**src/rtl/nbr_pkg.sv**
```systemverilog
// Shared types and helpers for the neuron buffer rotator.
// FSM encoding and the role-rotation index function.
package nbr_pkg;

   typedef enum logic [1:0] {
      RUN    = 2'd0,
      DRAIN  = 2'd1,
      COMMIT = 2'd2
   } nbr_state_e;

   function automatic int unsigned nbr_next(
      input int unsigned idx,
      input int unsigned nb
   );
      return (idx + 1 >= nb) ? 0 : idx + 1;
   endfunction

endpackage

```
**src/rtl/nbr_role_mux.sv**
```systemverilog
// Combinational bank routing for the read and write roles.
// NBR_POOL_EN adds the pooling mux on the partial-sum operand.
module nbr_role_mux
   import nbr_pkg::*;
#(
   parameter int NB  = 2,
   parameter int WD  = 64,
   parameter int A   = 7,
   parameter int IOW = 19,
   parameter int BW  = 1
) (
   input  logic [BW-1:0]     i_r,
   input  logic [BW-1:0]     i_w,
   input  logic              i_do_pool,
   input  logic              i_commit,
   input  logic [A-1:0]      i_rd_addr,
   input  logic [A-1:0]      i_wr_addr,
   input  logic              i_rd_we,
   input  logic              i_wr_we,
   input  logic [WD-1:0]     i_pool,
   input  logic [IOW-1:0]    i_io_in,
   input  logic [NB*WD-1:0]  i_bank_dout,
   output logic [NB*A-1:0]   o_bank_addr,
   output logic [NB-1:0]     o_bank_we,
   output logic [NB*WD-1:0]  o_bank_din,
   output logic [NB*IOW-1:0] o_bank_io_in,
   output logic [WD-1:0]     o_nbuf,
   output logic [WD-1:0]     o_psum
);

   logic [WD-1:0] w_rd_data;
   logic [WD-1:0] w_wr_data;

   always_comb begin
      o_bank_addr  = '0;
      o_bank_we    = '0;
      o_bank_din   = '0;
      o_bank_io_in = '0;
      w_rd_data    = '0;
      w_wr_data    = '0;
      for (int b = 0; b < NB; b++) begin
         if (BW'(b) == i_r) begin
            o_bank_addr[b*A +: A]      = i_rd_addr;
            o_bank_we[b]               = i_rd_we & ~i_commit;
            o_bank_io_in[b*IOW +: IOW] = i_io_in;
            w_rd_data                  = i_bank_dout[b*WD +: WD];
         end else if (BW'(b) == i_w) begin
            o_bank_addr[b*A +: A]   = i_wr_addr;
            o_bank_we[b]            = i_wr_we & ~i_commit;
            o_bank_din[b*WD +: WD]  = i_pool;
            w_wr_data               = i_bank_dout[b*WD +: WD];
         end
      end
   end

   assign o_nbuf = w_rd_data;

`ifdef NBR_POOL_EN
   assign o_psum = i_do_pool ? w_rd_data : w_wr_data;
`else
   logic w_unused_pool;
   assign w_unused_pool = i_do_pool;
   assign o_psum        = w_wr_data;
`endif

endmodule

```
**src/rtl/neuron_buffer_rotator.sv**
```systemverilog
// Role controller for NB neuron buffer banks with drained swap.
// Define NBR_POOL_EN to honour doPooling on the partial-sum path.
module neuron_buffer_rotator
   import nbr_pkg::*;
#(
   parameter int NB           = 2,
   parameter int DEPTH        = 2,
   parameter int D            = 1 << DEPTH,
   parameter int W            = 16,
   parameter int A            = 7,
   parameter int DRAIN_CYCLES = 3,
   parameter int BW           = (NB > 2) ? 2 : 1
) (
   input  logic                          clk,
   input  logic                          rstn,
   input  logic                          swapReq,
   output logic                          swapAck,
   output logic                          busy,
   input  logic                          doPooling,
   input  logic [A-1:0]                  readBuffAddress,
   input  logic [A-1:0]                  writeBuffAddress,
   input  logic                          nRWrite,
   input  logic                          nWWrite,
   output logic [NB*A-1:0]               bankAddress,
   output logic [NB-1:0]                 bankWrite,
   input  logic [NB*W*D-1:0]             bankDataOut,
   output logic [NB*W*D-1:0]             bankDataIn,
   input  logic [W*D-1:0]                fromPoolUnitOut,
   output logic [W*D-1:0]                toConvUnitNBuffIn,
   output logic [W*D-1:0]                toConvUnitPartialSum,
   input  logic [W+DEPTH:0]              ioIn,
   output logic [W-1:0]                  ioOut,
   output logic [NB*(W+DEPTH+1)-1:0]     bankIoIn,
   input  logic [NB*W-1:0]               bankIoOut,
   output logic [BW-1:0]                 readSel,
   output logic [BW-1:0]                 writeSel,
   output logic [7:0]                    layerCount
);

   localparam logic [3:0] DC = 4'(DRAIN_CYCLES);

   nbr_state_e    r_state, w_state_nxt;
   logic [3:0]    r_cnt, w_cnt_nxt;
   logic [BW-1:0] r_sel;
   logic [BW-1:0] w_wsel;
   logic [7:0]    r_layer;
   logic [W-1:0]  r_io_out;
   logic [W-1:0]  w_io_sel;
   logic          w_commit;

   assign w_wsel   = BW'(nbr_next(32'(r_sel), NB));
   assign w_commit = (r_state == COMMIT);

   always_comb begin
      w_state_nxt = r_state;
      w_cnt_nxt   = r_cnt;
      unique case (r_state)
         RUN: begin
            if (swapReq) begin
               w_state_nxt = DRAIN;
               w_cnt_nxt   = DC;
            end
         end
         // A pool write restarts the flush window.
         DRAIN: begin
            if (nWWrite)
               w_cnt_nxt = DC;
            else if (r_cnt == 4'd0)
               w_state_nxt = COMMIT;
            else
               w_cnt_nxt = r_cnt - 4'd1;
         end
         COMMIT:  w_state_nxt = RUN;
         default: w_state_nxt = RUN;
      endcase
   end

   always_comb begin
      w_io_sel = '0;
      for (int b = 0; b < NB; b++)
         if (BW'(b) == r_sel)
            w_io_sel = bankIoOut[b*W +: W];
   end

   always_ff @(posedge clk or negedge rstn) begin
      if (!rstn) begin
         r_state  <= RUN;
         r_cnt    <= '0;
         r_sel    <= '0;
         r_layer  <= '0;
         r_io_out <= '0;
      end else begin
         r_state  <= w_state_nxt;
         r_cnt    <= w_cnt_nxt;
         r_io_out <= w_io_sel;
         if (w_commit) begin
            r_sel   <= w_wsel;
            r_layer <= r_layer + 8'd1;
         end
      end
   end

   assign swapAck    = w_commit;
   assign busy       = (r_state != RUN);
   assign readSel    = r_sel;
   assign writeSel   = w_wsel;
   assign layerCount = r_layer;
   assign ioOut      = r_io_out;

   nbr_role_mux #(
      .NB  (NB),
      .WD  (W*D),
      .A   (A),
      .IOW (W+DEPTH+1),
      .BW  (BW)
   ) u_mux (
      .i_r          (r_sel),
      .i_w          (w_wsel),
      .i_do_pool    (doPooling),
      .i_commit     (w_commit),
      .i_rd_addr    (readBuffAddress),
      .i_wr_addr    (writeBuffAddress),
      .i_rd_we      (nRWrite),
      .i_wr_we      (nWWrite),
      .i_pool       (fromPoolUnitOut),
      .i_io_in      (ioIn),
      .i_bank_dout  (bankDataOut),
      .o_bank_addr  (bankAddress),
      .o_bank_we    (bankWrite),
      .o_bank_din   (bankDataIn),
      .o_bank_io_in (bankIoIn),
      .o_nbuf       (toConvUnitNBuffIn),
      .o_psum       (toConvUnitPartialSum)
   );

endmodule

```
**config.mk**
```make
export PLATFORM = sky130hd
export DESIGN_NAME = neuron_buffer_rotator
export DESIGN_NICKNAME = d
export VERILOG_FILES = /design/src/rtl/nbr_pkg.sv /design/src/rtl/nbr_role_mux.sv /design/src/rtl/neuron_buffer_rotator.sv
export SDC_FILE = /design/constraint.sdc
export NUM_CORES = 1
export LEC_CHECK = 0
export CORE_AREA = 10 10 227 229
export DETAILED_ROUTE_END_ITERATION = 10
export DIE_AREA = 0 0 237 239
export RECOVER_POWER = 50
export SKIP_CTS_REPAIR_TIMING = 1
export SYNTH_ARGS = -nofsm -noshare
export SYNTH_HDL_FRONTEND = slang
export SYNTH_SLANG_ARGS = --single-unit
```
**constraint.sdc**
```tcl
create_clock -name clk -period 3.3 [get_ports clk]
set_clock_uncertainty 0.2 [all_clocks]
set_input_delay 0.66 -clock clk [delete_from_list [all_inputs] [get_ports clk]]
set_output_delay 0.66 -clock clk [all_outputs]
set_load 0.005 [all_outputs]
```
Word level (Yosys, flattened, before mapping):

Cells that the tools add are included.

* reductions and logical operators: 6
* shift-type cells: 0
* $mul: 0
* div/mod/pow operators: 0
* bitwise logic cells: 3
* $lt $le $gt $ge: 1
* equality and inequality tests: 6
* add/subtract/negate cells: 3
* muxes and demuxes: 29

Operator list (number)
* 64-bit two-way mux: 9
* 19-bit two-way mux: 2
* 7-bit two-way mux: 4
* 16-bit two-way mux: 1
* 4-bit two-way mux: 3
* 8-bit by 1-bit adder with 8-bit output, second input constant: 1
* 4-bit case mux with 2 select lines: 1
* 2-bit two-way mux: 3
* 2-bit inequality test, second input constant: 3
* 3-bit AND reduction: 2
* 1-bit two-way mux: 5
* 4-bit zero test: 1
* 2-bit case mux with 2 select lines: 1
* 2-bit nonzero test: 2
* 4-bit by 1-bit subtractor with 4-bit output, second input constant: 1
* 3-bit inequality test, second input constant: 1
* 1-bit by 1-bit adder with 2-bit output, second input constant: 1
* 1-bit bitwise AND: 2
* 2-bit by 1-bit equality test with 1-bit output, second input constant: 1
* 2-bit equality test, second input constant: 1
* 2-bit greater-or-equal comparator, second input constant: 1
* 2-bit zero test: 1
* 1-bit inverter: 1

* word-level logic and storage cells: 53
* bits in registers: 31
* bits in read-only memories: 0
* input bits: 263
* bits in latches: 0
* memories kept: 0
* RAM bits: 0

Logic depth before layout (Yosys ltp):

* word-level depth: 7
* depth in mapped cells: 5
* mapped depth without buffers: 5

By module:

From an unflattened synthesis, not the netlist that was laid out.

* cells, all modules: 458
* area total of the unflattened synthesis: 4052.6 µm²

By module, submodules not included
* nbr_role_mux: cells each 363, area an instance 2741.4 µm², instances 1
* neuron_buffer_rotator: cells each 95, area an instance 1311.3 µm², instances 1

Worst setup path before layout:

Ideal clock, no wire load.

* path type: register -> output
* from: register r_sel, in the netlist readSel
* to: output port bankAddress[0]
* setup slack: 1.365 ns
* data required time: 2.440 ns
* arrival time: 1.075 ns
* cell stages (with the launch flop): 4
* cell sequence: dfrtp_1 > buf_2 > buf_4 > mux2_2

* longest elaborated chain between the ends: 5

RTL lines
* from (decl): line neuron_buffer_rotator.sv:44 `logic [BW-1:0] r_sel;`
* from (signal assigned): line neuron_buffer_rotator.sv:97 `r_sel <= w_wsel;`
* 1-bit by 1-bit adder with 2-bit output: line nbr_pkg.sv:15 `return (idx + 1 >= nb) ? 0 : idx + 1;`
* 2-bit greater-or-equal comparator: line nbr_pkg.sv:15
* 1-bit two-way mux: line nbr_pkg.sv:15
* 7-bit two-way mux: line nbr_role_mux.sv:47 `end else if (BW'(b) == i_w) begin`
* 7-bit two-way mux (*): line nbr_role_mux.sv:42 `if (BW'(b) == i_r) begin`
* to (decl): line neuron_buffer_rotator.sv:24 `output logic [NB*A-1:0] bankAddress,`

Mark *: on every way between the ends. The rest lies on a longest branch, timed or not.

Worst setup path in the final report:

* from: register r_sel, in the netlist readSel
* to: output port bankAddress[9]

The elaborated chain is that of the path after synthesis.

==> impl_metrics.env <==
export IMPL_area_delta_synth_final_pct=164
export IMPL_cts_tree="yes"
export IMPL_cp_cell_sequence="buf_12 > clkbuf_1 > mux2_2 > clkdlybuf4s50_1"
export IMPL_hold_path_class="reg2reg"
export IMPL_crit_path_start_kind="flop"
export IMPL_tightestPinTransition_ns=0.541
export IMPL_crit_family="buffers and inverters"
export IMPL_crit_buf_inv=3
export IMPL_grt_pass1_wl_mm=41.7
export IMPL_syn_avg_cell_area_sq_um=9.50
export IMPL_layout_min_cycle_time_ns=3.05
export IMPL_drive_above_1_share=0.180
export IMPL_drc_errors=0
export IMPL_path_clk_slew_ns=0.05
export IMPL_maxCapViolations=0
export IMPL_placed_area_sq_mm=0.0109
export IMPL_worstPathArrival_ns=2.19
export IMPL_cts_sinks=31
export IMPL_yosysSeqAreaShare=0.186
export IMPL_yosysUniqueCellTypes=31
export IMPL_finalCritPeriodShare=0.925
export IMPL_fin_ws_ns=0.247
export IMPL_slew_viol_final=0
export IMPL_coreArea_sq_mm=0.0471
export IMPL_ios=601
export IMPL_preCtsSetupSlack_ns=0.395
export IMPL_cp_slowest_cell="clkdlybuf4s50_1"
export IMPL_synthesis_area_sq_mm=0.00417
export IMPL_num_vias=5523
export IMPL_cpPeakStageDelay_ns=0.46
export IMPL_cp_max_fo=24
export IMPL_first_pass_iters=4
export IMPL_synthesis_nets=705
export IMPL_rsz0062_at_grt="false"
export IMPL_fin_setup_tns_ns=0
export IMPL_gp_congestion=0.838
export IMPL_nets=1290
export IMPL_ctsRootBufferMaster="clkbuf_16"
export IMPL_max_clock_freq_mhz=328
export IMPL_critPathKind="reg2out"
export IMPL_postRouteAntennaNets=0
export IMPL_outcome="completed"
export IMPL_ys_ff_latch=31
export IMPL_portBuffers=599
export IMPL_htree_levels=2
export IMPL_grt_pass1_vias=6040
export IMPL_grt_overflow=0
export IMPL_fin_area_sq_mm=0.0110
export IMPL_required_ns=2.44
export IMPL_power_density_mw_per_mm2=462
export IMPL_p_leak_nw=4.12
export IMPL_die_x_um=237
export IMPL_design_die_area_sq_mm=0.0566
export IMPL_rows=80
export IMPL_reg2reg_slack_ns=1.48
export IMPL_slew_headroom=0.634
export IMPL_hold_violations=0
export IMPL_numCtsBuffers=5
export IMPL_drt_iter0_drc=118
export IMPL_via_per_inst=3.36
export IMPL_cp_end_kind="output pin"
export IMPL_layout_commonest_cell="clkdlybuf4s50_1"
export IMPL_syn_inst=439
export IMPL_track_usage=0.0966
export IMPL_hpwl_mm=27.6
export IMPL_grt_max_degree=90
export IMPL_finalPower_mw=5.09
export IMPL_fillCellCount=5105
export IMPL_yosys_warnings=0
export IMPL_routed_wl_mm=30.3
export IMPL_antenna_found_initial=6
export IMPL_wire_per_inst_um=18.5
export IMPL_start_util=0.0885
export IMPL_dieHeight_um=239
export IMPL_finalSetupViolCount=0
export IMPL_peakVddDrop_uv=216
export IMPL_clock_latency_ns=0.27
export IMPL_final_cell_mix="483 x clkdlybuf4s50_1, 160 x mux2_2, 116 x dlygate4sd3_1"
export IMPL_clock_path_buffers=2
==> sequential cells by signal (all words and copies together), names as in the netlist <==
| signal | cells |
|---|---|
| layerCount | 8 |
| r_cnt | 4 |
| r_state | 2 |
| ioOut | 16 |
| readSel | 1 |
==> stage by stage <==
| step | hold slack (ns) | std cells | utilization |
|---|---|---|---|
| floorplan | 0.164 | 439 | - |
| global placement | 0.263 | 1632 | 0.231 |
| detailed placement | 0.299 | 1632 | 0.231 |
| CTS | 0.309 | 1639 | 0.234 |
| global route | 0.332 | 1642 | 0.233 |
| finish | 0.306 | 1642 | 0.233 |
==> kinds of logic after synthesis <==
| kind of cell | after synthesis | synth area share |
|---|---|---|
| buffers and inverters | 42 | 0.0558 |
| AND/OR/NAND/NOR | 186 | 0.284 |
| XOR/XNOR | 8 | 0.0168 |
| adder cells (fa/ha/maj) | 3 | 0.00900 |
| flip-flops | 31 | 0.186 |
| multiplexers | 162 | 0.437 |
| AO/OA/AOI/OAI | 7 | 0.0111 |
==> cells in the mapped netlist <==
| cell type | count | area, sq um |
|---|---|---|
| dfrtp_1 | 31 | 776 |
| and2_1 | 83 | 519 |
| nand2b_1 | 3 | 18.8 |
| buf_4 | 18 | 135 |
| nor4b_4 | 1 | 23.8 |
| nor3b_2 | 1 | 12.5 |
| o22ai_1 | 1 | 6.26 |
| mux2i_1 | 2 | 20.0 |
| or3_1 | 1 | 6.26 |
| clkbuf_1 | 13 | 48.8 |
| inv_1 | 5 | 18.8 |
| nand4_1 | 4 | 25.0 |
| clkbuf_2 | 3 | 15.0 |
| ha_1 | 3 | 37.5 |
| and3_1 | 1 | 6.26 |
| nand2_1 | 2 | 7.51 |
| and3b_1 | 1 | 8.76 |
| o21bai_1 | 1 | 7.51 |
| nor4b_1 | 1 | 8.76 |
| and4b_1 | 1 | 10.0 |
| mux2_2 | 160 | 1800 |
| a21oi_2 | 1 | 8.76 |
| o21ai_0 | 2 | 10.0 |
| xnor2_1 | 7 | 61.3 |
| buf_2 | 3 | 15.0 |
| a21oi_1 | 1 | 5.00 |
| nor2b_1 | 84 | 526 |
| xor2_1 | 1 | 8.76 |
| or2_2 | 1 | 6.26 |
| nor2_1 | 2 | 7.51 |
| o22a_1 | 1 | 8.76 |
==> final cells by class <==
| class | instances | area, sq um | area share |
|---|---|---|---|
| multi-input cells | 366 | 3150 | 0.286 |
| clock buffers | 6 | 139 | 0.0126 |
| flip-flops and latches | 31 | 779 | 0.0708 |
| well taps | 615 | 769 | 0.0699 |
| diodes | 3 | 7.51 | 0.000682 |
| repair buffers | 615 | 6140 | 0.558 |
| inverters | 5 | 18.8 | 0.00170 |
| clock inverters | 1 | 5.00 | 0.000455 |
==> power breakdown <==
| group | switching, mW | internal [mW] |
|---|---|---|
| Clock | 0.156 | 0.294 |
| Combinational | 1.53 | 2.60 |
| Sequential | 0.0492 | 0.461 |
| Total | 1.73 | 3.36 |
==> path summary, 6_finish.rpt <==
path	start	to	cells past startpoint
min in group asynchronous	rstn	ioOut[4]	2
min reg2reg	layerCount[5]	layerCount[5]	1
max	readSel	bankAddress[9]	4
min	layerCount[5]	layerCount[5]	1
max reg2reg	r_cnt[0]	r_cnt[0]	5
max in group asynchronous	rstn	readSel	2
==> metal layers <==
layer / up-vias / part of all wire / GRT usage
met4: 0 / 0.011 / 0.0154
met2: 360 / 0.51 / 0.175
met1: 2487 / 0.36 / 0.0986
met5: - / 0 / 0
met3: 18 / 0.12 / 0.0495
li1: 2658 / - / -
Power figures use the tool's default switching activity.
